**config.mk**
```make
export PLATFORM = sky130hd
export DESIGN_NAME = alu_wb_stage
export DESIGN_NICKNAME = d
export VERILOG_FILES = /design/src/rtl/alu_wb_stage.sv
export SDC_FILE = /design/constraint.sdc
export NUM_CORES = 1
export LEC_CHECK = 0
export BUFFER_PORTS_ARGS = -buffer_cell sky130_fd_sc_hd__buf_2
export CAP_MARGIN = 30
export CORE_ASPECT_RATIO = 1.25
export CORE_MARGIN = 3
export CORE_UTILIZATION = 49
export CTS_CLUSTER_DIAMETER = 50
export CTS_CLUSTER_SIZE = 14
export DETAILED_ROUTE_END_ITERATION = 10
export HOLD_SLACK_MARGIN = 0.08
export PLACE_DENSITY_LB_ADDON = 0.15
export SLEW_MARGIN = 15
export SYNTH_ARGS = -nofsm -noshare
export SYNTH_HDL_FRONTEND = slang
export SYNTH_SLANG_ARGS = --single-unit
```
**constraint.sdc**
```tcl
create_clock -name clk -period 2 [get_ports clk]
set_input_delay 0.1 -clock clk [delete_from_list [all_inputs] [get_ports clk]]
set_output_delay 0.1 -clock clk [all_outputs]
set_load 0.01 [all_outputs]
```
**src/rtl/alu_wb_stage.sv**
```systemverilog
// alu_wb_stage: ALU writeback stage with status register and 2-entry skid buffer.
// Optional STATUS_STICKY_OV_EN adds ov_clr/ov_sticky sticky overflow tracking.
module alu_wb_stage #(
  parameter int DATA_W = 8,
  parameter int FLAG_W = 4,
  parameter int REG_AW = 3
) (
  input  logic              clk,
  input  logic              rst,
  input  logic              in_valid,
  output logic              in_ready,
  input  logic [DATA_W-1:0] alu_out,
  input  logic [FLAG_W-1:0] alu_flags,
  input  logic [3:0]        alu_mode,
  input  logic [REG_AW-1:0] in_dst,
  input  logic              in_we,
  input  logic              flag_we,
  output logic              wb_valid,
  input  logic              wb_ready,
  output logic [DATA_W-1:0] wb_data,
  output logic [REG_AW-1:0] wb_addr,
  output logic [FLAG_W-1:0] status,
`ifdef STATUS_STICKY_OV_EN
  input  logic              ov_clr,
  output logic              ov_sticky,
`endif
  output logic              busy
);
  typedef enum logic [1:0] {EMPTY, ONE, FULL} state_t;
  localparam logic [FLAG_W-1:0] C_MASK = FLAG_W'(4);
  state_t state, state_n;
  logic [DATA_W-1:0] skid_data;
  logic [REG_AW-1:0] skid_addr;
  logic accept, push, drain, arith, upd, load_in, load_skid, skid_to_head;
  logic [FLAG_W-1:0] status_n;
  assign in_ready = state != FULL;
  assign wb_valid = state != EMPTY;
  assign busy = wb_valid;
  assign accept = in_valid & in_ready;
  assign push = accept & in_we;
  assign drain = wb_valid & wb_ready;
  assign upd = accept & flag_we;
  // Arithmetic modes share low bits 000, 001 or 111 regardless of the top bit
  assign arith = alu_mode[2:0] == 3'b000 || alu_mode[2:0] == 3'b001 || alu_mode[2:0] == 3'b111;
  assign status_n = arith ? alu_flags : (alu_flags & ~C_MASK) | (status & C_MASK);
  always_comb begin
    state_n = state;
    load_in = 1'b0;
    load_skid = 1'b0;
    skid_to_head = 1'b0;
    case (state)
      EMPTY: begin
        state_n = push ? ONE : EMPTY;
        load_in = push;
      end
      ONE: begin
        state_n = push && !drain ? FULL : !push && drain ? EMPTY : ONE;
        load_in = push & drain;
        load_skid = push & ~drain;
      end
      FULL: begin
        state_n = drain ? ONE : FULL;
        skid_to_head = drain;
      end
      default: state_n = EMPTY;
    endcase
  end
  always_ff @(posedge clk) begin
    if (rst) begin
      state <= EMPTY;
      wb_data <= '0;
      wb_addr <= '0;
      skid_data <= '0;
      skid_addr <= '0;
      status <= '0;
    end else begin
      state <= state_n;
      if (load_in) begin
        wb_data <= alu_out;
        wb_addr <= in_dst;
      end else if (skid_to_head) begin
        wb_data <= skid_data;
        wb_addr <= skid_addr;
      end
      if (load_skid) begin
        skid_data <= alu_out;
        skid_addr <= in_dst;
      end
      if (upd) status <= status_n;
    end
  end
`ifdef STATUS_STICKY_OV_EN
  always_ff @(posedge clk) begin
    if (rst) ov_sticky <= 1'b0;
    else ov_sticky <= (upd & status_n[0]) ? 1'b1 : ov_clr ? 1'b0 : ov_sticky;
  end
`endif
endmodule

```
# Word-level counts from Yosys, hierarchy flattened
# Index checks and enable logic that the tools add are counted.
classes:
  mux: 13
  reduce_logical: 10
  bitwise: 8
  eq_ne: 5
ops:
  columns: ["op", "count"]
  rows:
  - ["8-bit 2-to-1 mux", 2]
  - ["1-bit AND", 6]
  - ["3-bit 2-to-1 mux", 2]
  - ["2-bit one-hot mux with 3 select lines", 1]
  - ["1-bit 2-to-1 mux", 4]
  - ["2-bit 2-to-1 mux", 2]
  - ["4-bit 2-to-1 mux", 1]
  - ["4-bit by 3-bit bitwise OR with 4-bit output", 1]
  - ["2-bit nonzero test", 2]
  - ["3-bit by 1-bit == test with 1-bit output (second input constant)", 1]
  - ["3-bit == test (second input constant)", 1]
  - ["3-bit zero test", 1]
  - ["2-bit by 1-bit == test with 1-bit output (second input constant)", 1]
  - ["2-bit == test (second input constant)", 1]
  - ["1-bit logical AND", 2]
  - ["1-bit zero test", 2]
  - ["2-bit zero test", 1]
  - ["1-bit logical OR", 2]
  - ["2-bit inequality test (second input constant)", 1]
  - ["1-bit one-hot mux with 2 select lines", 1]
  - ["1-bit NOT", 1]
totals:
  reg_bits: 28
  word_cells: 42

# Logic depth before layout (Yosys ltp)
# Gate-level depths: netlist of run 1.
depth:
  word_depth: 8
  depth_mapped: 8
  mapped_depth_nobuf: 7

# Least setup slack after synthesis of run 1
# OpenSTA, ideal clock, no wires.
synth_timing:
  path_kind: "flip-flop to flip-flop"
  start: "register state[0]"
  end: "register wb_addr[1]"
  required_ns: 1.914
  setup_ns: 0.086
  stages_incl_launch_ff: 9
  setup_slack_ns: 0.267
  t_arrival_ns: 1.647
  cell_sequence: "dfxtp_1 and2b_2 inv_2 and3_1 ha_1 nand3b_1 and2_1 buf_2 a211oi_1"
synth_via:
  elab_chain_len: 6
  word_cells_on_any_way: 13
synth_rtl:
  columns: ["element", "line", "text"]
  rows:
  - ["from (decl)", "31", "state_t state, state_n;"]
  - ["from (signal assigned)", "77", "state <= state_n;"]
  - ["2-bit inequality test *", "36", "assign in_ready = state != FULL;"]
  - ["named net in_ready", "11", "output logic in_ready,"]
  - ["1-bit AND *", "39", "assign accept = in_valid & in_ready;"]
  - ["1-bit AND *", "40", "assign push = accept & in_we;"]
  - ["1-bit AND", "58", "load_in = push & drain;"]
  - ["1-bit one-hot mux with 2 select lines *", "51", "case (state)"]
  - ["3-bit 2-to-1 mux / 2-bit nonzero test (equally long branches)", null, null]
  - ["to (signal assigned)", "80", "wb_addr <= in_dst;"]
  - ["to (signal assigned)", "83", "wb_addr <= skid_addr;"]
  - ["to (decl)", "21", "output logic [REG_AW-1:0] wb_addr,"]
# Mark *: on every way through the listed nets, which the timed path passes. The rest lies on a longest branch.
# A chain may end at the register's enable or synchronous reset.

# Worst setup path after layout of run 1
layout_timing:
  start: "register state[0]"
  end: "register wb_data[4]"
layout_via:
  elab_chain_len: 6
  word_cells_on_any_way: 13
layout_rtl:
  columns: ["element", "line", "text"]
  rows:
  - ["2-bit inequality test", "36", null]
  - ["1-bit AND", "39", null]
  - ["1-bit AND", "40", null]
  - ["1-bit AND", "58", null]
  - ["1-bit one-hot mux with 2 select lines", "51", null]
  - ["8-bit 2-to-1 mux / 2-bit nonzero test (equally long branches)", null, null]
  - ["to (signal assigned)", "79", "wb_data <= alu_out;"]
  - ["to (signal assigned)", "82", "wb_data <= skid_data;"]
  - ["to (decl)", "20", "output logic [DATA_W-1:0] wb_data,"]
# Parallel ways exist; a longest one is shown, timed or not.

==> results by group, run 1 <==
Final layout
  – Final core utilization: a little over two thirds
  – Antenna cells: 0
  – Commonest non-fill, non-tap cell in the layout: buf_2
  – Share of cells above drive strength 1: between 30% and 40%
  – Layout Nets: 215
  – Layout Area Growth over Synthesis: 36.2%
  – Most frequent cells in the layout: buf_2 (41), dfxtp_1 (27), mux2i_1 (23)

Power and ir drop
  – Power Density: between 600 and 700 nW/um2
  – Tot Pwr: 1060 uW
  – Int Power: 797 uW
  – Sw Pwr: roughly 260 uW
  – Static Leak: 0.000798 uW
  – Maximum VDD drop: approximately 0.43 mV
  – Clk pwr share: 25.5%
  – Sw frac: 24.7%
  – Sequential Power Share: 56.5%
  – Combinational Power Share: 18.0%

STA
  – Setup-failing EPs final: 0
  – Fin. Hold Viols: 0
  – Fin worst setup slack: roughly 0.15 ns
  – Max-slew violation count: 0
  – Min Tclk post-route: 1.85 ns
  – Worst-Margin Slew: 0.527 ns
  – Hold WS: 0.0993 ns
  – Final setup skew: 0.00151 ns
  – F_max: 0.542 GHz
  – Slew margin rel.: 64.8%
  – Final Cycle Share: slightly above 90%
  – RSZ-0062 raised after global routing: false
  – Sum Neg Setup Slack: 0 ns

Place
  – Port Buffers: a little over 40
  – Post-Place Setup Slack: 0.178 ns
  – Hpwl dp: 2.03 mm
  – GPL Wtd Cong: 0.715

Die
  – Core outline area: 2450 um2
  – # rows: 20
  – Die Height: about 63 um
  – Num ports: between 40 and 50
  – Die width: approximately 50 um
  – Starting density of the core: 51.7%
  – Die Area: 3240 um2

Global routing
  – Largest net degree at the start of global routing: 30
  – Initial antenna violation count: 0
  – GR Overflow Total: 0
  – First-pass GRT wire length: 5.16 mm
  – Total track usage: 20.2%
  – Vias in the first global route: about 1.2k

Yosys
  – Synth async-reset ratio: 0%
  – Xor and xnor area share after synthesis: 0%
  – Number of synthesized flops with an enable pin: 0
  – Sequential share of the synthesized area: 44.2%
  – Post-synth cell types: 29
  – Multiplexer area fraction after synthesis: between 15 and 20%
  – Avg Synthesized Cell Area: between 9 and 10 um2
  – Compound-gate portion of the synthesized area: 15.6%
  – Mapped Area: 1270 um2
  – Post-Syn Instances: 128
  – Net count after synthesis: 155
  – Synth Warn #: 0
  – Largest family of logic cells by synthesized area: multiplexers
  – Adder-cell share of the synthesized area: 1.97%
  – Simple-gate share of the synthesized area: 13.8%
  – Flops & latches, synth: 28
  – Ys flop type: dfxtp_1

Detailed routing
  – Via density: about 5.3
  – DRT Pass-1 Iters: 4
  – Drt drc: 0
  – Wirelength, routed: 3.01 mm
  – Antenna Nets Post-Route: 0
  – WL/cell: 13.7 um
  – 1st-iter DRT viols: 38
  – DR vias: 1,155

Job
  – Max-cap violations: 0

Clock network
  – CTS max path bufs: 2
  – # clock sinks: 28
  – CTS tree: yes
  – CTS Buf Count: 3
  – Worst-path clk slew: 0.14 ns
  – H-tree Lvls: 1
  – Number of setup buffers added after CTS: 0
  – Clock Latency Late Sink: 0.32 ns
  – Root buf cell: clkbuf_4

Critical path
  – Worst Setup End Kind: register
  – CP max stage cell: dfxtp_1
  – Family with the most delay on the worst path: simple AND/OR/NAND/NOR gates
  – Crit path buf inv count: 2
  – Worst setup SP type: register
  – CP cell instances: and2b_2, inv_2, and3_1, ha_1, nand3b_1, and2_1, buf_4, a211oi_1
  – WP data arrival: 2.09 ns
  – CP required: approximately 2.2 ns
  – CP peak stage delay: 0.37 ns
  – CP Max Fanout: 11
  – Setup CP Type: register to register

Hold path
  – Hold Path Class: primary input to register

Status
  – Status: complete, no violations
-- Yosys cell counts (3+ instances only) --
library cell / number / share of area (%)
a211oi_1: 12 / 7.1
o21ai_0: 3 / 1.2
a21oi_1: 15 / 5.9
dfxtp_1: 28 / 44
nand4_1: 3 / 1.5
mux2i_1: 23 / 18
nor2_1: 12 / 3.6
buf_2: 3 / 1.2
nand3b_1: 3 / 1.8
-- state kept, by name, indices dropped and copies added (netlist names) --
name       flops
skid_addr      3
status         4
wb_addr        3
state          2
wb_data        8
skid_data      8
-- worst register-to-register path, stage by stage (launching register included) --
cell      delay, ns
dfxtp_1        0.37
and2b_2        0.26
inv_2          0.11
and3_1         0.21
ha_1           0.16
nand3b_1       0.10
and2_1         0.17
buf_4          0.18
a211oi_1       0.22
-- power by group through the flow --
stage	clock (uW)	sequential (uW)	combinational, uW
2_1_floorplan	0	620	80.3
3_3_place_gp	0	609	156
3_5_place_dp	0	610	162
4_1_cts	279	598	189
5_1_grt	304	602	210
6_report	269	598	190
-- per-layer routing --
metal  global-route usage (%)  share of wire [%]  vias to the layer above
met5                        0                  0                        -
met4                     4.59               0.50                        0
met3                     3.82                5.4                        2
met2                     38.7                 55                       34
met1                     21.8                 39                      545
li1                         -                  -                      574
-- worst paths after layout --
path	from	to	slack, ns	depth (start not counted)
min reg2reg	status[1]	status[1]	0.48	2
max reg2reg	state[0]	wb_data[4]	0.15	8
max	state[0]	wb_data[4]	0.15	8
min	flag_we	status[3]	0.1	3
-- layout make-up --
| cell class | count | area (um2) |
|---|---|---|
| clock buffer | 4 | 36.3 |
| fill | 221 | 724 |
| multi-input combinational | 88 | 638 |
| inverter | 2 | 7.51 |
| timing repair buffer | 65 | 443 |
| tap | 33 | 41.3 |
| sequential | 28 | 562 |
-- cell families (layout without fill, tap and decap cells) --
family,Yosys count,count (layout)
AO/OA/AOI/OAI,32,32
AND/OR/NAND/NOR,31,31
flip-flops,28,28
multiplexers,23,23
buffers and inverters,12,71
adder cells (fa/ha/maj),2,2
-- timing repair --
item                                    4_1_cts  5_1_grt
endpoints found under the setup margin        0        4
hold endpoints to repair                     21        0
gates resized for setup                       0        3
hold buffers                                 18        0
-- through the flow --
stage | instance area (um2) | cells
floorplan | 1270 | 128
global placement | 1500 | 198
detailed placement | 1500 | 198
CTS | 1720 | 220
global route | 1730 | 220
finish | 1730 | 220
Note: power is estimated with default switching activity, not from simulation.
==> inputs of run 2 (changes only) <==
--- a/config.mk
+++ b/config.mk
@@ -7,12 +7,12 @@
 export LEC_CHECK = 0
 export BUFFER_PORTS_ARGS = -buffer_cell sky130_fd_sc_hd__buf_2
 export CAP_MARGIN = 30
-export CORE_ASPECT_RATIO = 1.25
 export CORE_MARGIN = 3
 export CORE_UTILIZATION = 49
 export CTS_CLUSTER_DIAMETER = 50
 export CTS_CLUSTER_SIZE = 14
 export DETAILED_ROUTE_END_ITERATION = 10
+export GPL_ROUTABILITY_DRIVEN = 0
 export HOLD_SLACK_MARGIN = 0.08
 export PLACE_DENSITY_LB_ADDON = 0.15
 export SLEW_MARGIN = 15
==> run 2 against run 1 <==
Largest cell class unchanged. Sequential power hardly changed. Global-route usage decreased by 0.65 points. Worst setup slack better by 0.013 ns. Clock skew grew 0.0057 ns. Combinational power about the same. Wire length rose by 1.0%.
==> results by group, run 2 (synthesized netlist as in run 1, its figures left out) <==
Status
  – Status: complete, no violations (unchanged)

Job
  – Max-cap violations: 0 (unchanged)

Critical path
  – Worst setup SP type: register (unchanged)
  – Setup CP Type: register to register (unchanged)
  – CP required: 2.25 ns (was 2.24 ns)
  – WP data arrival: 2.08 ns (was 2.09 ns)
  – CP peak stage delay: 0.35 ns (was 0.37 ns)
  – CP max stage cell: dfxtp_1 (unchanged)
  – CP Max Fanout: 11 (unchanged)
  – CP cell instances: and2b_2, inv_2, and3_1, ha_1, nand3b_1, and2_1, buf_4, a211oi_1 (unchanged)
  – Worst Setup End Kind: register (unchanged)

Global routing
  – Vias in the first global route: 1,144 (was 1,211)
  – Initial antenna violation count: 0 (unchanged)
  – Total track usage: 19.5% (was 20.2%)
  – First-pass GRT wire length: 5.12 mm (was 5.16 mm)
  – Largest net degree at the start of global routing: 30 (unchanged)
  – GR Overflow Total: 0 (unchanged)

STA
  – Sum Neg Setup Slack: 0 ns (unchanged)
  – Slew margin rel.: 66.8% (was 64.8%)
  – Worst-Margin Slew: 0.498 ns (was 0.527 ns)
  – Max-slew violation count: 0 (unchanged)
  – Fin. Hold Viols: 0 (unchanged)
  – Min Tclk post-route: 1.83 ns (was 1.85 ns)
  – Setup-failing EPs final: 0 (unchanged)
  – F_max: 0.546 GHz (was 0.542 GHz)
  – Final Cycle Share: 91.6% (was 92.3%)
  – RSZ-0062 raised after global routing: false (unchanged)
  – Final setup skew: 0.00723 ns (was 0.00151 ns)

Clock network
  – Number of setup buffers added after CTS: 0 (unchanged)
  – H-tree Lvls: 1 (unchanged)
  – Clock Latency Late Sink: 0.32 ns (about the same)
  – CTS max path bufs: 2 (unchanged)
  – CTS Buf Count: 3 (unchanged)
  – CTS tree: yes (unchanged)
  – Worst-path clk slew: 0.15 ns (was 0.14 ns)
  – Root buf cell: clkbuf_4 (unchanged)
  – # clock sinks: 28 (unchanged)

Final layout
  – Layout Nets: 216 (was 215)
  – Layout Cells excl Fill: 216 (was 220)
  – Layout Area Growth over Synthesis: 36.7% (was 36.2%)
  – Most frequent cells in the layout: buf_2 (41), dfxtp_1 (27), mux2i_1 (23) (unchanged)
  – Antenna cells: 0 (unchanged)
  – Sequential cell area: 562 um2 (unchanged)
  – Share of cells above drive strength 1: 30.3% (was 31.0%)
  – Area of the multi-input gates: 633 um2 (was 638 um2)
  – Final core utilization: 74.1% (was 70.5%)
  – Commonest non-fill, non-tap cell in the layout: buf_2 (unchanged)
  – Fillcell total: 184 (was 221)
  – Largest regs: skid_data x8, wb_data x8, status x4 (unchanged)
  – Final instance area: 1730 um2 (about the same)

Die
  – Core outline area: 2340 um2 (was 2450 um2)
  – Die Height: 56.9 um (was 62.9 um)
  – Num ports: 43 (unchanged)
  – Die width: 56.9 um (was 51.5 um)
  – Die Area: 3240 um2 (about the same)
  – Starting density of the core: 54.2% (was 51.7%)
  – # rows: 17 (was 20)

Place
  – Port Buffers: 41 (unchanged)
  – DP Cell Count: 193 (was 198)
  – Hpwl dp: 1.99 mm (was 2.03 mm)
  – Dpl cell area: 1480 um2 (was 1500 um2)

Detailed routing
  – DR vias: 1,158 (was 1,155)
  – DRT Pass-1 Iters: 4 (unchanged)
  – Drt drc: 0 (unchanged)
  – Wirelength, routed: 3.04 mm (was 3.01 mm)
  – 1st-iter DRT viols: 19 (was 38)
  – WL/cell: 14.1 um (was 13.7 um)
  – Via density: 5.36 (was 5.25)
  – Antenna Nets Post-Route: 0 (unchanged)

Power and ir drop
  – Int Power: 887 uW (was 797 uW)
  – Combinational Power Share: 16.5% (was 18.0%)
  – Clk pwr share: 31.7% (was 25.5%)
  – Maximum VDD drop: 0.415 mV (was 0.433 mV)
  – Sw Pwr: 266 uW (was 261 uW)
  – Static Leak: 0.000801 uW (was 0.000798 uW)
  – Sequential Power Share: 51.8% (was 56.5%)
  – Power Density: 665 nW/um2 (was 612 nW/um2)
  – Sw frac: 23.0% (was 24.7%)

Hold path
  – Hold Path Class: primary input to register (unchanged)
run 2: cell types whose count changed in the layout (fill, tap and decap cells not counted):
cell	delta
buf_6	+1
a211oi_2	-1
bufinv_16	+1
clkbuf_8	-1
buf_12	-1
a211oi_1	+1
dlygate4sd3_1	+1
run 2: power by group through the flow:
| stage | sequential (uW) | combinational, uW | clock (uW) |
|---|---|---|---|
| 6_report | 597 | 190 | 365 |
| 5_1_grt | 602 | 207 | 401 |
| 4_1_cts | 597 | 187 | 377 |
| 3_5_place_dp | 609 | 159 | 0 |
| 3_3_place_gp | 608 | 155 | 0 |
| 2_1_floorplan | 620 | 80.3 | 0 |
run 2: through the flow:
step / power [uW] / worst slack, ns / hold slack [ns]
floorplan: 700 / 0.267 / 0.244
finish: 1150 / 0.168 / 0.161
global placement: 763 / 0.244 / 0.349
CTS: 1160 / 0.128 / 0.148
global route: 1210 / 0.0328 / 0.176
detailed placement: 768 / 0.161 / 0.358
run 2: routing by layer:
layer	vias up	part of all wire, %	GRT usage [%]
met1	548	46	24.5
met3	4	4.4	2.53
li1	579	-	-
met5	-	0	0
met4	0	1.2	7.62
met2	27	49	33.4
run 2: worst max-delay path: cells and delay by family, from the launching register on:
family | cells | cell delay (ns)
adder cells (fa/ha/maj) | 1 | 0.16
buffers and inverters | 2 | 0.29
flip-flops | 1 | 0.35
AND/OR/NAND/NOR | 4 | 0.73
AO/OA/AOI/OAI | 1 | 0.23
run 2: cell type report:
class	instances	share of cell area [%]
Multi-Input combinational cell	88	36.5
Sequential cell	28	32.4
Timing Repair Buffer	66	25.6
Tap cell	28	2.02
Clock inverter	1	1.73
Clock buffer	3	1.30
Inverter	2	0.433
run 2: path summary, 6_finish.rpt:
path	cells past startpoint	endpoint	start	slack (ns)
worst min-delay path	4	status[2]	alu_mode[0]	0.16
worst min register to register	2	status[3]	status[3]	0.49
worst max-delay path	8	wb_data[5]	state[0]	0.17
worst max register to register	8	wb_data[5]	state[0]	0.17
run 2: repair_timing:
| item | CTS | global route |
|---|---|---|
| gates resized for setup | 0 | 3 |
| hold buffers | 19 | 0 |
| setup endpoints to repair | 0 | 2 |
| endpoints found under the hold margin | 24 | 0 |
==> inputs of run 3 (changes only) <==
--- a/config.mk
+++ b/config.mk
@@ -14,6 +14,7 @@
 export DETAILED_ROUTE_END_ITERATION = 10
 export GPL_ROUTABILITY_DRIVEN = 0
 export HOLD_SLACK_MARGIN = 0.08
+export MAX_ROUTING_LAYER = met4
 export PLACE_DENSITY_LB_ADDON = 0.15
 export SLEW_MARGIN = 15
 export SYNTH_ARGS = -nofsm -noshare
==> run 3 against run 2 <==
Maximum frequency decreased by 0.48%. Worst hold slack got worse by 0.0045 ns. First-iteration DRC count unchanged. Global-route usage increased by 0.58 points.
==> results by group, run 3 (synthesized netlist as in run 1, its figures left out) <==
STA
  – Hold WS: 0.157 ns (was 0.161 ns)
  – Worst-Margin Slew: 0.499 ns (was 0.498 ns)
  – Max-slew violation count: 0 (unchanged)
  – Setup-failing EPs final: 0 (unchanged)
  – Slew margin rel.: 66.7% (was 66.8%)
  – Fin. Hold Viols: 0 (unchanged)
  – F_max: 0.543 GHz (was 0.546 GHz)
  – Min Tclk post-route: 1.84 ns (was 1.83 ns)
  – Final setup skew: 0.00456 ns (was 0.00723 ns)
  – RSZ-0062 raised after global routing: false (unchanged)
  – Fin worst setup slack: 0.159 ns (was 0.168 ns)
  – Sum Neg Setup Slack: 0 ns (unchanged)
  – Final Cycle Share: 92.1% (was 91.6%)

Power and ir drop
  – Static Leak: 0.000801 uW (unchanged)
  – Maximum VDD drop: 0.415 mV (about the same)
  – Power Density: 667 nW/um2 (was 665 nW/um2)

Final layout
  – Layout Nets: 216 (unchanged)
  – Commonest non-fill, non-tap cell in the layout: buf_2 (unchanged)
  – Most frequent cells in the layout: buf_2 (41), dfxtp_1 (27), mux2i_1 (23) (unchanged)
  – Antenna cells: 0 (unchanged)
  – Fillcell total: 184 (unchanged)
  – Share of cells above drive strength 1: 30.3% (unchanged)
  – Largest regs: skid_data x8, wb_data x8, status x4 (unchanged)
  – Sequential cell area: 562 um2 (unchanged)
  – Area of the multi-input gates: 633 um2 (unchanged)
  – Layout Area Growth over Synthesis: 36.7% (unchanged)

Die
  – Die Area: 3240 um2 (unchanged)
  – Starting density of the core: 54.2% (unchanged)
  – Core outline area: 2340 um2 (unchanged)
  – # rows: 17 (unchanged)
  – Num ports: 43 (unchanged)
  – Die width: 56.9 um (unchanged)
  – Die Height: 56.9 um (unchanged)

Clock network
  – CTS Buf Count: 3 (unchanged)
  – Clock Latency Late Sink: 0.32 ns (about the same)
  – Root buf cell: clkbuf_4 (unchanged)
  – H-tree Lvls: 1 (unchanged)
  – Number of setup buffers added after CTS: 0 (unchanged)
  – CTS tree: yes (unchanged)
  – CTS max path bufs: 2 (unchanged)
  – # clock sinks: 28 (unchanged)
  – Worst-path clk slew: 0.15 ns (about the same)

Detailed routing
  – Via density: 5.36 (unchanged)
  – Drt drc: 0 (unchanged)
  – DRT Pass-1 Iters: 4 (unchanged)
  – DR vias: 1,158 (unchanged)
  – Wirelength, routed: 3.05 mm (was 3.04 mm)
  – Antenna Nets Post-Route: 0 (unchanged)
  – 1st-iter DRT viols: 19 (unchanged)
  – WL/cell: 14.1 um (about the same)

Hold path
  – Worst Hold End: status[2] (unchanged)
  – Hold Path Class: primary input to register (unchanged)
  – Hold depth: 4 (unchanged)
  – Hold Crit Start: alu_mode[0] (unchanged)

Global routing
  – Largest net degree at the start of global routing: 30 (unchanged)
  – Total track usage: 20.1% (was 19.5%)
  – Vias in the first global route: 1,141 (was 1,144)
  – Initial antenna violation count: 0 (unchanged)
  – First-pass GRT wire length: 5.13 mm (was 5.12 mm)
  – GR Overflow Total: 0 (unchanged)

Critical path
  – Reg2reg end: wb_data[5] (unchanged)
  – Worst setup SP type: register (unchanged)
  – CP required: 2.25 ns (about the same)
  – Reg2Reg Depth: 8 (unchanged)
  – WP data arrival: 2.09 ns (was 2.08 ns)
  – Worst Setup End Kind: register (unchanged)
  – R2r startpoint: state[0] (unchanged)
  – CP Max Fanout: 11 (unchanged)
  – R2R setup slack: 0.16 ns (was 0.17 ns)
  – Setup CP Type: register to register (unchanged)

Place
  – Hpwl dp: 1.99 mm (unchanged)
  – Port Buffers: 41 (unchanged)
  – Post-Place Setup Slack: 0.161 ns (unchanged)

Job
  – Max-cap violations: 0 (unchanged)

Status
  – Status: complete, no violations (unchanged)
-- run 3: cell counts in the layout (fill, tap and decap cells not counted) --
No cell type changed its count.
-- run 3: final cells by class --
class                   instances  share of cell area, %
clock inverters                 1                   1.73
flip-flops and latches         28                   32.4
repair buffers                 66                   25.6
well taps                      28                   2.02
inverters                       2                  0.433
clock buffers                   3                   1.30
multi-input cells              88                   36.5
-- run 3: report_power, final --
group / total (uW) / switching (uW) / leakage (uW) / internal, uW
Clock: 369 / 166 / 0.0000279 / 203
Sequential: 598 / 12.8 / 0.000229 / 585
Combinational: 190 / 90.3 / 0.000545 / 100
-- run 3: timing repair --
item / CTS / global route
resized for setup: 0 / 3
endpoints found under the hold margin: 24 / 0
hold buffers: 19 / 0
setup endpoints to repair: 0 / 3
-- run 3: routing by layer --
layer / track usage, % / routed length, um / vias to the layer above
met5: - / 0 / -
met2: 33.1 / 1460 / 25
met4: 7.62 / 36 / 0
li1: - / - / 580
met1: 25.0 / 1430 / 549
met3: 2.53 / 117 / 4
-- run 3: per-stage QoR --
stage | cells | utilization (%) | total power (uW) | area, um2
6_report | 216 | 74.1 | 1160 | 1730
5_1_grt | 216 | 74.1 | 1210 | 1730
4_1_cts | 216 | 73.7 | 1160 | 1720
3_5_place_dp | 193 | 63.3 | 768 | 1480
3_3_place_gp | 193 | 63.3 | 763 | 1480
2_1_floorplan | 128 | - | 700 | 1270
-- run 3: worst max-delay path, cell delays in order, from the launching register on --
cell and delay, ns:
dfxtp_1 0.36, and2b_2 0.25, inv_2 0.11, and3_1 0.21
ha_1 0.16, nand3b_1 0.10, and2_1 0.17, buf_4 0.18
a211oi_1 0.23
-- run 3: how the worst max path moves through the flow --
stage | start | cells after the start | slack (ns) | end
after floorplan | state[0] | 8 | 0.27 | wb_addr[1]
after global placement | state[1] | 8 | 0.24 | skid_data[4]
after detailed placement | state[1] | 8 | 0.16 | skid_addr[2]
after CTS | state[1] | 8 | 0.13 | skid_addr[2]
after global routing | state[0] | 8 | 0.03 | wb_addr[1]
final | state[0] | 8 | 0.16 | wb_data[5]
